$ cat config.mk
export PLATFORM = sky130hd
export DESIGN_NAME = tanh_stim_sweep
export DESIGN_NICKNAME = d
export VERILOG_FILES = /design/src/rtl/tanh_stim_pkg.sv /design/src/rtl/fixed_sat_add.sv /design/src/rtl/tanh_stim_sweep.sv
export SDC_FILE = /design/constraint.sdc
export NUM_CORES = 1
export LEC_CHECK = 0
export CAP_MARGIN = 20
export CORE_ASPECT_RATIO = 0.7
export CORE_MARGIN = 10
export CORE_UTILIZATION = 55
export DETAILED_ROUTE_END_ITERATION = 16
export GPL_TIMING_DRIVEN = 0
export MAX_ROUTING_LAYER = met4
export PLACE_DENSITY_LB_ADDON = 0.12
export SETUP_SLACK_MARGIN = 0.15
export SYNTH_ARGS = -nofsm -noshare
export SYNTH_HDL_FRONTEND = slang
export SYNTH_SLANG_ARGS = --single-unit
$ cat constraint.sdc
create_clock -name clk -period 9.38 [get_ports clk]
set_input_delay 0.938 -clock clk [delete_from_list [all_inputs] [get_ports clk]]
set_output_delay 0.938 -clock clk [all_outputs]
set_load 0.01 [all_outputs]
$ cat src/rtl/tanh_stim_pkg.sv
// tanh_stim_pkg: shared FSM state type and fixed-point defaults for the tanh stimulus blocks.
package tanh_stim_pkg;
  typedef enum logic [1:0] {IDLE, EMIT, HOLD, DONE} state_e;
  localparam int DEF_WIDTH    = 18;
  localparam int DEF_EXPONENT = -12;
  localparam logic signed [DEF_WIDTH-1:0] FX_MAX = {1'b0, {(DEF_WIDTH-1){1'b1}}};
  localparam logic signed [DEF_WIDTH-1:0] FX_MIN = {1'b1, {(DEF_WIDTH-1){1'b0}}};
endpackage

$ cat src/rtl/fixed_sat_add.sv
// fixed_sat_add: combinational signed saturating adder.
//   a, b : WIDTH-bit signed operands
//   sum  : a+b clamped to the signed WIDTH-bit range
//   ovf  : high when the clamp was applied
module fixed_sat_add
  import tanh_stim_pkg::*;
#(
  parameter int WIDTH = DEF_WIDTH
) (
  input  logic signed [WIDTH-1:0] a,
  input  logic signed [WIDTH-1:0] b,
  output logic signed [WIDTH-1:0] sum,
  output logic                    ovf
);
  logic signed [WIDTH:0] wide;
  always_comb begin
    wide = {a[WIDTH-1], a} + {b[WIDTH-1], b};
    ovf  = wide[WIDTH] ^ wide[WIDTH-1];
    // On overflow the true sign is the extra bit: clamp to MAX or MIN accordingly.
    sum  = ovf ? {wide[WIDTH], {(WIDTH-1){~wide[WIDTH]}}} : wide[WIDTH-1:0];
  end
endmodule

$ cat src/rtl/tanh_stim_sweep.sv
// tanh_stim_sweep: saturating fixed-point ramp generator with valid/ready output and hold gaps.
//   start + start_val/step/n_steps/hold_cycles : sweep request and its configuration
//   out_val/out_valid/out_ready                : sample handshake toward the model input
//   busy (EMIT/HOLD), done (level), sat (sticky clip flag)
module tanh_stim_sweep
  import tanh_stim_pkg::*;
#(
  parameter int WIDTH    = DEF_WIDTH,
  parameter int EXPONENT = DEF_EXPONENT,
  parameter int CNT_W    = 16,
  parameter int HOLD_W   = 8
) (
  input  logic                    clk,
  input  logic                    rst,
  input  logic                    start,
  input  logic signed [WIDTH-1:0] start_val,
  input  logic signed [WIDTH-1:0] step,
  input  logic [CNT_W-1:0]        n_steps,
  input  logic [HOLD_W-1:0]       hold_cycles,
  output logic signed [WIDTH-1:0] out_val,
  output logic                    out_valid,
  input  logic                    out_ready,
  output logic                    busy,
  output logic                    done,
  output logic                    sat
);
  state_e                  state_q, state_d;
  logic signed [WIDTH-1:0] out_val_q, out_val_d;
  logic signed [WIDTH-1:0] step_q, step_d;
  logic [CNT_W-1:0]        n_q, n_d, idx_q, idx_d;
  logic [HOLD_W-1:0]       hold_q, hold_d, hcnt_q, hcnt_d;
  logic                    sat_q, sat_d;
  logic signed [WIDTH-1:0] next_val;
  logic                    next_ovf;

  fixed_sat_add #(.WIDTH(WIDTH)) u_add (
    .a   (out_val_q),
    .b   (step_q),
    .sum (next_val),
    .ovf (next_ovf)
  );

  always_ff @(posedge clk) begin
    if (rst) begin
      state_q   <= IDLE;
      out_val_q <= '0;
      step_q    <= '0;
      n_q       <= '0;
      idx_q     <= '0;
      hold_q    <= '0;
      hcnt_q    <= '0;
      sat_q     <= 1'b0;
    end else begin
      state_q   <= state_d;
      out_val_q <= out_val_d;
      step_q    <= step_d;
      n_q       <= n_d;
      idx_q     <= idx_d;
      hold_q    <= hold_d;
      hcnt_q    <= hcnt_d;
      sat_q     <= sat_d;
    end
  end

  always_comb begin
    state_d   = state_q;
    out_val_d = out_val_q;
    step_d    = step_q;
    n_d       = n_q;
    idx_d     = idx_q;
    hold_d    = hold_q;
    hcnt_d    = hcnt_q;
    sat_d     = sat_q;
    case (state_q)
      IDLE, DONE: begin
        if (start) begin
          step_d  = step;
          n_d     = n_steps;
          hold_d  = hold_cycles;
          sat_d   = 1'b0;
          state_d = (n_steps == '0) ? DONE : EMIT;
          if (n_steps != '0) begin
            out_val_d = start_val;
            idx_d     = '0;
          end
        end
      end
      EMIT: begin
        // The adder result is only committed on an accept, so a stalled sample stays put.
        if (out_ready) begin
          if (idx_q == n_q - CNT_W'(1)) begin
            state_d = DONE;
          end else begin
            idx_d     = idx_q + CNT_W'(1);
            out_val_d = next_val;
            sat_d     = sat_q | next_ovf;
            hcnt_d    = hold_q;
            state_d   = (hold_q == '0) ? EMIT : HOLD;
          end
        end
      end
      HOLD: begin
        hcnt_d  = hcnt_q - HOLD_W'(1);
        state_d = (hcnt_q == HOLD_W'(1)) ? EMIT : HOLD;
      end
      default: state_d = IDLE;
    endcase
  end

  always_comb begin
    out_valid = state_q == EMIT;
    busy      = (state_q == EMIT) || (state_q == HOLD);
    done      = state_q == DONE;
    out_val   = out_val_q;
    sat       = sat_q;
  end
endmodule

* Yosys cells after proc, flatten, opt, wreduce, memory -nomap -nowiden
Cells that the tools add are included.
Word-level totals: flip-flop bits (word level) 87, input port bits 64, output and inout port bits 22, word-level logic and storage cells 62
Operators by class: add/sub/neg operators 4, eq/ne operators 9, muxes and demuxes 25, bitwise operators 3, reductions and logical operators 13
Operators by type and width (number):
- $mux 18 | 5
- $mux 16 | 4
- $pmux 18 s2 | 1
- $pmux 16 s2 | 1
- $add 18x18->19 | 1
- $add 16x1->16 const B | 1
- $eq 16x16->1 | 1
- $logic_not 16->1 | 1
- $mux 8 | 2
- $pmux 8 s2 | 1
- $reduce_bool 16->1 | 1
- $sub 16x1->16 const B | 1
- $mux 2 | 6
- $eq 8x1->1 const B | 1
- $logic_not 8->1 | 1
- $sub 8x1->8 const B | 1
- $ne 2x2->1 const B | 3
- $pmux 2 s3 | 1
- $reduce_and 5->1 | 1
- $eq 2x2->1 const B | 2
- $reduce_and 2->1 | 2
- $reduce_and 4->1 | 1
- $reduce_bool 2->1 | 2
- $mux 1 | 3
- other kinds (10) | 10

* Longest topological paths before layout
Gate-level depths: netlist of run 1.
word-level depth 6, depth in mapped cells 14

* Hierarchy
Synthesis of run 1 repeated with hierarchy kept, for this count alone.
Unflattened totals: cell total of the unflattened synthesis 736, area, all modules 5841.9 um^2
Modules (own cells, without submodules):
- tanh_stim_sweep | times used 1, cells each 586, area an instance 4792.1 um^2
- fixed_sat_add | times used 1, cells each 150, area an instance 1049.8 um^2

* Worst setup path before layout of run 1
OpenSTA, ideal clock, no wires.
kind reg-to-reg, start register out_val_q[0], in the netlist out_val[0], end register out_val_q[3], in the netlist out_val[3], data arrival time 3.004 ns, data required time 9.294 ns, slack 6.290 ns, cell stages (with the launch flop) 13, buffers on the path 0, clock period less this slack 3.090 ns, cell sequence dfxtp_1 -> ha_1 -> inv_1 -> fa_1 -> nor2b_1 -> o2111ai_1 -> a21boi_0 -> o31ai_1 -> o21ai_0 -> mux2i_1 -> nor2_1 -> a221oi_1 -> a211oi_1
Between the ends: longest elaborated chain between the ends 6
Ends and longest elaborated chain:
- from (decl) | RTL line tanh_stim_sweep.sv:28 | logic signed [WIDTH-1:0] out_val_q, out_val_d;
- from (signal assigned) | RTL line tanh_stim_sweep.sv:55 | out_val_q <= out_val_d;
- $add 18x18->19 (*) | RTL line fixed_sat_add.sv:17 | wide = {a[WIDTH-1], a} + {b[WIDTH-1], b};
- $xor 1x1->1 or $not 1->1 (tied branches) | RTL line fixed_sat_add.sv:18, fixed_sat_add.sv:20
- $mux 18 (*) | RTL line fixed_sat_add.sv:20 | sum = ovf ? {wide[WIDTH], {(WIDTH-1){~wide[WIDTH]}}} : wide[WIDTH-1:0];
- $mux 18 (*) | RTL line tanh_stim_sweep.sv:91 | if (idx_q == n_q - CNT_W'(1)) begin
- $mux 18 (*) | RTL line tanh_stim_sweep.sv:90 | if (out_ready) begin
- $pmux 18 s2 (*) | RTL line tanh_stim_sweep.sv:74 | case (state_q)
Mark *: on every way between the ends. The rest lies on a longest branch, timed or not. The select of a mux whose other input is x is not followed. A chain may end at the register's enable or synchronous reset.

* Worst setup path after layout of run 1
Same ends and word-level chain as after synthesis.

==> impl_metrics.toml, run 1 <==
[setup_path]
start_kind = "flop"
path_cells = "ha_1, inv_1, fa_1, nor2b_1, o2111ai_1, a21boi_0, o31ai_1, o21ai_0, mux2i_1, nor2_1, a221oi_1, a211oi_1"
critical_path_class = "reg -> reg"
arrival_ns = 4.39
worstPathRequired_ns = 9.63
end_kind = "flop"
path_max_fanout = 8
ff2ff_setup_slack_ns = 5.24
crit_slowest_cell = "nor2_1"
critical_path.max_stage_delay_ns = 0.67

[clock_network]
path_clk_slew_ns = 0.06
cts_setup_buffers = 0
clock_latency_ns = 0.35
cts_tree = "done"
clock-root-buffer = "clkbuf_16"
clock_path_buffers = 2
postCtsHoldBufs = 0
numCtsBuffers = 9
cts_resized = 0
cts_sinks = 87
htreeDepth = 3

[synthesis]
muxShareOfSynthArea_pct = 1.69
syn_area_per_cell_um2 = 7.79
syn_nets = 784
synthCells = 694
async_reset_ff_share_pct = 0
netlist_area_um2 = 5410
synth_seq_cells = 87
synth-main-ff-cell = "dfxtp_1"
synth.yosys.warnings = 0
synth-compound-area-share_pct = 24.1
synth_fa_ha_area_share_pct = 6.15
synth-xor-area-share_pct = 5.83
ys_seq_area_share_pct = 32.2
synth_cell_types = 70
synth-simple-area-share_pct = 25.4
synth-edff-count = 0
synth_top_family_by_area = "simple AND/OR/NAND/NOR gates"

[place]
dp_hpwl_um = 13400
place_ws_ns = 5.37
gp_congestion = 0.981
port_buffers = 85
placed_area_um2 = 6420

[final_layout]
num-nets-final = 880
final_common_cell = "nand2_1"
post-route-cell-area_um2 = 6780
synthToLayoutAreaGrowth_pct = 25.3
drive_above_1_share_pct = 5.29
utilization_pct = 70.3
n_antenna_cell = 0
most-common-layout-cells = "nand2_1 (110), dfxtp_1 (87), a21oi_1 (85), clkdlybuf4s50_1 (85), nor2_1 (42)"

[drt]
drc = 0
initialDrtViolationCount = 676
routedWlPerCell_um = 19.4
ant_nets = 0
drt-pass1-iter-count = 5
drt_wl_total_um = 17900
via_per_inst = 6.41
vias = 5911

[sta]
final_max_slew_viol_count = 0
max_freq_ghz = 0.241
fin_crit_sh_pct = 44.2
min_period_ns = 4.14
maxSlewHeadroom_pct = 41.3
tns_ns = 0
setup_viol = 0
hold-worst-slack_ns = 0.459
hold_viol = 0
rsz0062_at_grt = "false"
tightest_slew_ns = 0.872
clock_skew_ns = 0.00307
layout_setup_ws_ns = 5.24

[global_route]
track_usage_pct = 24.9
grt_pass1_wl_um = 28000
grt_pass1_vias = 5352
antenna_found_initial = 0
gr-total-overflow = 0
grt_max_degree = 15

[power_and_ir_drop]
power.density_nw_per_um2 = 317
vdd_drop_max_v = 0.000157
power.leakage_nw = 2.57

[floorplanning]
core-area_um2 = 9650
ios = 86
die-height_um = 103
core.rowCount = 30
dieArea_um2 = 14300
floorplan.initialDensity_pct = 56.1
die_width_um = 139

[status]
status = "finished, final reports clean"

[hold_path]
worstHoldPathType = "reg -> reg"

[flow_run]
cap_viol_max_count = 0
-- final cells by class --
class	instances	area [um^2]
fill	786	2870
inverter	22	82.6
sequential	87	1740
tap	128	160
timing repair buffer	85	851
multi-input combinational	547	3420
clock inverter	6	134
clock buffer	9	225
buffer	38	166
-- synth_stat cells, types with 8 or more instances --
| cell | count | share of area [%] |
|---|---|---|
| xnor2_1 | 24 | 3.9 |
| nand2_1 | 110 | 7.6 |
| dfxtp_1 | 87 | 32 |
| clkbuf_1 | 29 | 2.0 |
| mux2i_1 | 8 | 1.5 |
| xor2_1 | 12 | 1.9 |
| nand4_1 | 11 | 1.3 |
| ha_1 | 25 | 5.8 |
| inv_1 | 21 | 1.5 |
| and3_1 | 11 | 1.3 |
| a21oi_1 | 85 | 7.9 |
| nor2b_1 | 11 | 1.3 |
| nor3_1 | 14 | 1.3 |
| nor4_1 | 11 | 1.3 |
| or3_1 | 13 | 1.5 |
| o21ai_0 | 23 | 2.1 |
| nor2_1 | 42 | 2.9 |
| a211oi_1 | 10 | 1.4 |
| nand3_1 | 18 | 1.7 |
-- state kept, by name, indices dropped and copies added (netlist names) --
signal / cells
hold_q: 8
state_q: 2
out_val: 18
step_q: 18
n_q: 16
hcnt_q: 8
idx_q: 16
sat: 1
-- metal layers --
layer,global-route usage (%),share of wire [%]
met1,33.5,44
met2,36.6,43
met3,5.66,11
met4,7.03,2.0
met5,-,0
-- critical path, delay by kind of cell (launching register included) --
family | cells | cell delay, ns
AOI/OAI and AO/OA | 6 | 1.77
and+or+nand+nor | 2 | 0.89
adders and majority gates | 2 | 0.59
DFF | 1 | 0.38
muxes | 1 | 0.34
buffers and inverters | 1 | 0.06
-- metrics by stage --
step,instances,total power [mW]
finish,922,2.15
floorplan,694,1.32
CTS,922,2.12
detailed placement,907,1.67
global placement,907,1.63
global route,922,2.27
-- report_power, final --
group / internal, mW / switching [mW]
clock: 0.286 / 0.149
combinational: 0.474 / 0.693
sequential: 0.454 / 0.0910
-- final timing paths --
check | end | cells after the start | startpoint
worst min register to register | step_q[7] | 2 | step_q[7]
worst max register to register | out_val[3] | 12 | out_val[0]
worst min-delay path | step_q[7] | 2 | step_q[7]
worst max-delay path | out_val[3] | 12 | out_val[0]
-- cell families after synthesis --
logic type                 Yosys count
AOI/OAI and AO/OA                  201
xor gates and xnor gates            36
adders and majority gates           26
buffers and inverters               60
DFF                                 87
muxes                                9
and+or+nand+nor                    275
(Power assumes the default switching activity.)
==> run 2, diff against run 1 <==
--- a/config.mk
+++ b/config.mk
@@ -8,7 +8,7 @@
 export CAP_MARGIN = 20
 export CORE_ASPECT_RATIO = 0.7
 export CORE_MARGIN = 10
-export CORE_UTILIZATION = 55
+export CORE_UTILIZATION = 49
 export DETAILED_ROUTE_END_ITERATION = 16
 export GPL_TIMING_DRIVEN = 0
 export MAX_ROUTING_LAYER = met4
==> constraint.sdc (replaced) <==
create_clock -name clk -period 3.7 [get_ports clk]
set_input_delay 0.37 -clock clk [delete_from_list [all_inputs] [get_ports clk]]
set_output_delay 0.37 -clock clk [all_outputs]
set_load 0.01 [all_outputs]
==> impl_metrics.toml, run 2 (synthesis results as in run 1) <==
[final_layout]
num-nets-final = 880
drive_above_1_share_pct = 5.66
utilization_pct = 64.6
most-common-layout-cells = "nand2_1 (110), dfxtp_1 (87), a21oi_1 (85), clkdlybuf4s50_1 (85), nor2_1 (41)"
nFillCells = 950
synthToLayoutAreaGrowth_pct = 26.0
final_common_cell = "nand2_1"
n_antenna_cell = 0

[drt]
wl_met3_um = 1650
initialDrtViolationCount = 589
route.met2.wl_um = 7460
via_per_inst = 6.08
vias = 5737
wl_met1_um = 8890
drt_wl_total_um = 18200
routedWlPerCell_um = 19.3
drt-pass1-iter-count = 5
ant_nets = 0
drc = 0
highest_layer = "met4"

[setup_path]
critical_path_class = "reg -> reg"
rr_startpoint = "step_q[11]"
path_cells = "ha_1, clkbuf_1, o21ai_0, a211oi_1, o21a_1, o21a_1, nor2_1, a2bb2oi_4, nor2_1, nor2_1, a211oi_1"
path_max_fanout = 10
worstPathRequired_ns = 3.90
path_delay_family = "compound AO/OA/AOI/OAI gates"
crit_buf_inv = 1
end_kind = "flop"
rr_worst_depth = 11
r2r-end = "out_val[7]"
ff2ff_setup_slack_ns = 0.30
crit_slowest_cell = "nor2_1"
arrival_ns = 3.60
start_kind = "flop"
critical_path.max_stage_delay_ns = 0.47
crit_top_cell = "nor2_1"

[global_route]
grt_max_degree = 15
track_usage_pct = 23.3
grt_pass1_wl_um = 28900
antenna_found_initial = 0
grt_pass1_vias = 5472
gr-total-overflow = 0

[floorplanning]
die-height_um = 108
core-area_um2 = 10600
floorplan.initialDensity_pct = 51.3
die_width_um = 146
core.rowCount = 31
dieArea_um2 = 15700
ios = 86

[sta]
final_max_slew_viol_count = 0
hold_viol = 0
tightest_slew_ns = 0.879
layout_setup_ws_ns = 0.299
max_freq_ghz = 0.294
setup_viol = 0
min_period_ns = 3.40
fin_crit_sh_pct = 91.9
rsz0062_at_grt = "false"
maxSlewHeadroom_pct = 40.9
clock_skew_ns = 0.00781
tns_ns = 0

[place]
port_buffers = 85
gp_congestion = 0.954
dp_hpwl_um = 13900
place_ws_ns = -0.385

[hold_path]
hold_depth = 2
min_to = "step_q[7]"
worstHoldPathType = "reg -> reg"
holdCritStartpoint = "step_q[7]"

[clock_network]
cts_setup_buffers = 0
path_clk_slew_ns = 0.07
numCtsBuffers = 9
clock_path_buffers = 2
cts_tree = "done"
htreeDepth = 3
clock_latency_ns = 0.34
cts_sinks = 87
clock-root-buffer = "clkbuf_16"

[status]
status = "finished, final reports clean"

[power_and_ir_drop]
vdd_drop_max_v = 0.000352
power.density_nw_per_um2 = 799
finalPower_mw = 5.44
power.leakage_nw = 2.55

[flow_run]
cap_viol_max_count = 0
==> run 2: power by group <==
| part | leakage (nW) | switching (mW) | internal [mW] |
|---|---|---|---|
| clock | 0.160 | 0.399 | 0.663 |
| sequential | 0.712 | 0.229 | 1.15 |
| combinational | 1.68 | 1.78 | 1.22 |
| total | 2.55 | 2.41 | 3.03 |
==> run 2: through the flow <==
| step | std cells | hold WS, ns | instance area, um^2 |
|---|---|---|---|
| after floorplan | 694 | 0.440 | 5410 |
| after global placement | 927 | 0.453 | 6440 |
| after detailed placement | 927 | 0.453 | 6440 |
| after CTS | 943 | 0.462 | 6800 |
| after global routing | 943 | 0.491 | 6810 |
| final | 943 | 0.461 | 6810 |
==> run 2: worst max-delay path by stage <==
| stage | start | endpoint | slack [ns] | cells past startpoint |
|---|---|---|---|---|
| 6_report | step_q[11] | out_val[7] | 0.30 | 11 |
| 5_1_grt | n_q[0] | idx_q[8] | 0.15 | 13 |
| 4_1_cts | out_val[0] | out_val[7] | 0.24 | 12 |
| 3_5_place_dp | out_val[0] | out_val[3] | -0.39 | 12 |
| 3_3_place_gp | out_val[0] | out_val[7] | -0.29 | 12 |
| 2_1_floorplan | out_val[0] | out_val[3] | 0.61 | 12 |
==> run 2: layer usage <==
metal	track usage, %	up-vias
met5	-	-
met4	5.47	0
met3	6.17	23
met2	32.6	275
met1	32.5	2716
li1	-	2723
==> run 2: repair_timing <==
| item | 4_1_cts | 5_1_grt |
|---|---|---|
| pin swaps | 0 | 0 |
| gates resized for setup | 4 | 4 |
| endpoints found under the setup margin | 10 | 9 |
| hold buffers | 0 | 0 |
==> run 2: tightest hold or removal path, cell delays in order, from the launching register on <==
cell and delay [ns]:
dfxtp_1 0.31, nand2_1 0.05, a21oi_1 0.05
==> run 2: final cells by class <==
class | instances | area, um^2 | share of cell area [%]
multi-input combinational | 547 | 3450 | 50.6
sequential | 87 | 1740 | 25.6
timing repair buffer | 85 | 851 | 12.5
clock buffer | 11 | 233 | 3.42
tap | 148 | 185 | 2.72
buffer | 38 | 166 | 2.44
clock inverter | 5 | 106 | 1.56
inverter | 22 | 82.6 | 1.21
==> run 3, diff against run 2 <==
==> constraint.sdc (replaced) <==
create_clock -name clk -period 3.7 [get_ports clk]
set_input_delay 0.37 -clock clk [delete_from_list [all_inputs] [get_ports clk]]
set_output_delay 0.37 -clock clk [all_outputs]
set_load 0.1 [all_outputs]
==> impl_metrics.toml, run 3 (synthesis results as in run 1) <==
[setup_path]
cp-startpoint = "step_q[11]"
rr_startpoint = "step_q[11]"
arrival_ns = 3.59
start_kind = "flop"
end_kind = "flop"
worstPathRequired_ns = 3.90
r2r-end = "out_val[3]"
ff2ff_setup_slack_ns = 0.31
path_max_fanout = 9
critical_path_class = "reg -> reg"
rr_worst_depth = 11

[sta]
tns_ns = 0
max_freq_ghz = 0.295
setup_viol = 0
clock_skew_ns = 0.00743
fin_crit_sh_pct = 91.5
rsz0062_at_grt = "false"
hold_viol = 0
final_max_slew_viol_count = 0
tightest_slew_ns = 0.991
maxSlewHeadroom_pct = 33.8
min_period_ns = 3.39

[global_route]
gr-total-overflow = 0
grt_pass1_wl_um = 29300
grt_pass1_vias = 5498
grt_max_degree = 16
track_usage_pct = 23.7
antenna_found_initial = 0

[clock_network]
clock-root-buffer = "clkbuf_16"
clock_latency_ns = 0.35
path_clk_slew_ns = 0.07
cts_setup_buffers = 0
clock_path_buffers = 2
cts_resized = 4
numCtsBuffers = 9
cts_tree = "done"
htreeDepth = 3
cts_sinks = 87
postCtsHoldBufs = 0

[floorplanning]
core.rowCount = 31
die_width_um = 146
ios = 86
dieArea_um2 = 15700
floorplan.initialDensity_pct = 51.3
die-height_um = 108
core-area_um2 = 10600

[hold_path]
worstHoldPathType = "reg -> reg"
hold_depth = 2
holdCritStartpoint = "step_q[3]"
min_to = "step_q[3]"

[power_and_ir_drop]
vdd_drop_max_v = 0.000503
power.density_nw_per_um2 = 893
finalPower_mw = 6.09
power.leakage_nw = 2.56

[drt]
wl_met1_um = 8920
wl_met3_um = 1550
highest_layer = "met4"
route.met2.wl_um = 7550
via_per_inst = 6.15
initialDrtViolationCount = 537
drt_wl_total_um = 18400
drc = 0
ant_nets = 0
routedWlPerCell_um = 19.5
vias = 5795
drt-pass1-iter-count = 6

[final_layout]
final_common_cell = "nand2_1"
synthToLayoutAreaGrowth_pct = 26.1
utilization_pct = 64.7
drive_above_1_share_pct = 6.29
nFillCells = 956
fin_cells = 943
most-common-layout-cells = "nand2_1 (110), a21oi_1 (85), dfxtp_1 (85), clkdlybuf4s50_1 (85), nor2_1 (40)"
num-nets-final = 880
n_antenna_cell = 0

[status]
status = "finished, final reports clean"

[place]
dp_hpwl_um = 14000
port_buffers = 85
gp_congestion = 0.964
dp.cells = 927

[flow_run]
cap_viol_max_count = 0
run 3: cell count changes in the layout (fill, tap and decap cells not counted), moves of 2 or more:
cell      before  now
clkbuf_1      31   29
clkbuf_8       0    2
dfxtp_1       87   85
dfxtp_2        0    2
run 3: final cells by class:
type | instances | area, um^2 | area share [%]
flip-flops and latches | 87 | 1740 | 25.6
well taps | 148 | 185 | 2.71
multi-input cells | 547 | 3450 | 50.6
clock buffers | 11 | 253 | 3.71
repair buffers | 85 | 851 | 12.5
clock inverters | 5 | 88.8 | 1.30
plain buffers | 38 | 166 | 2.44
inverters | 22 | 82.6 | 1.21
run 3: through the flow:
| step | area [um^2] | hold WS, ns | setup slack [ns] |
|---|---|---|---|
| after floorplan | 5410 | 0.440 | 0.181 |
| after global placement | 6450 | 0.453 | -0.239 |
| after detailed placement | 6450 | 0.456 | -0.404 |
| after CTS | 6800 | 0.465 | 0.204 |
| after global routing | 6820 | 0.488 | 0.139 |
| final | 6820 | 0.465 | 0.313 |
run 3: how the worst max path moves through the flow:
stage / end / slack, ns / cells past startpoint
2_1_floorplan: out_val[14] / 0.18 / 9
3_3_place_gp: out_val[7] / -0.24 / 12
3_5_place_dp: out_val[3] / -0.40 / 12
4_1_cts: out_val[7] / 0.20 / 12
5_1_grt: out_val[3] / 0.14 / 11
6_report: out_val[3] / 0.31 / 11
run 3: metal layers:
layer  GRT usage, %  vias up
met5              -        -
met1           33.5     2745
li1               -     2708
met4           7.27        0
met2           33.3      303
met3           4.33       39
run 3: where the power goes:
part	switching, mW	internal, mW
clock	0.414	0.636
combinational	2.44	1.22
sequential	0.230	1.15
run 3: worst max-delay path, cell delays in order (launching register included):
cell and delay, ns:
dfxtp_1 0.41, ha_1 0.25, clkbuf_1 0.20, o21ai_0 0.31, a211oi_1 0.09, o21a_1 0.18
o21a_1 0.24, nor2_1 0.44, mux2i_2 0.54, nor2_4 0.15, a221oi_1 0.30, a211oi_1 0.12
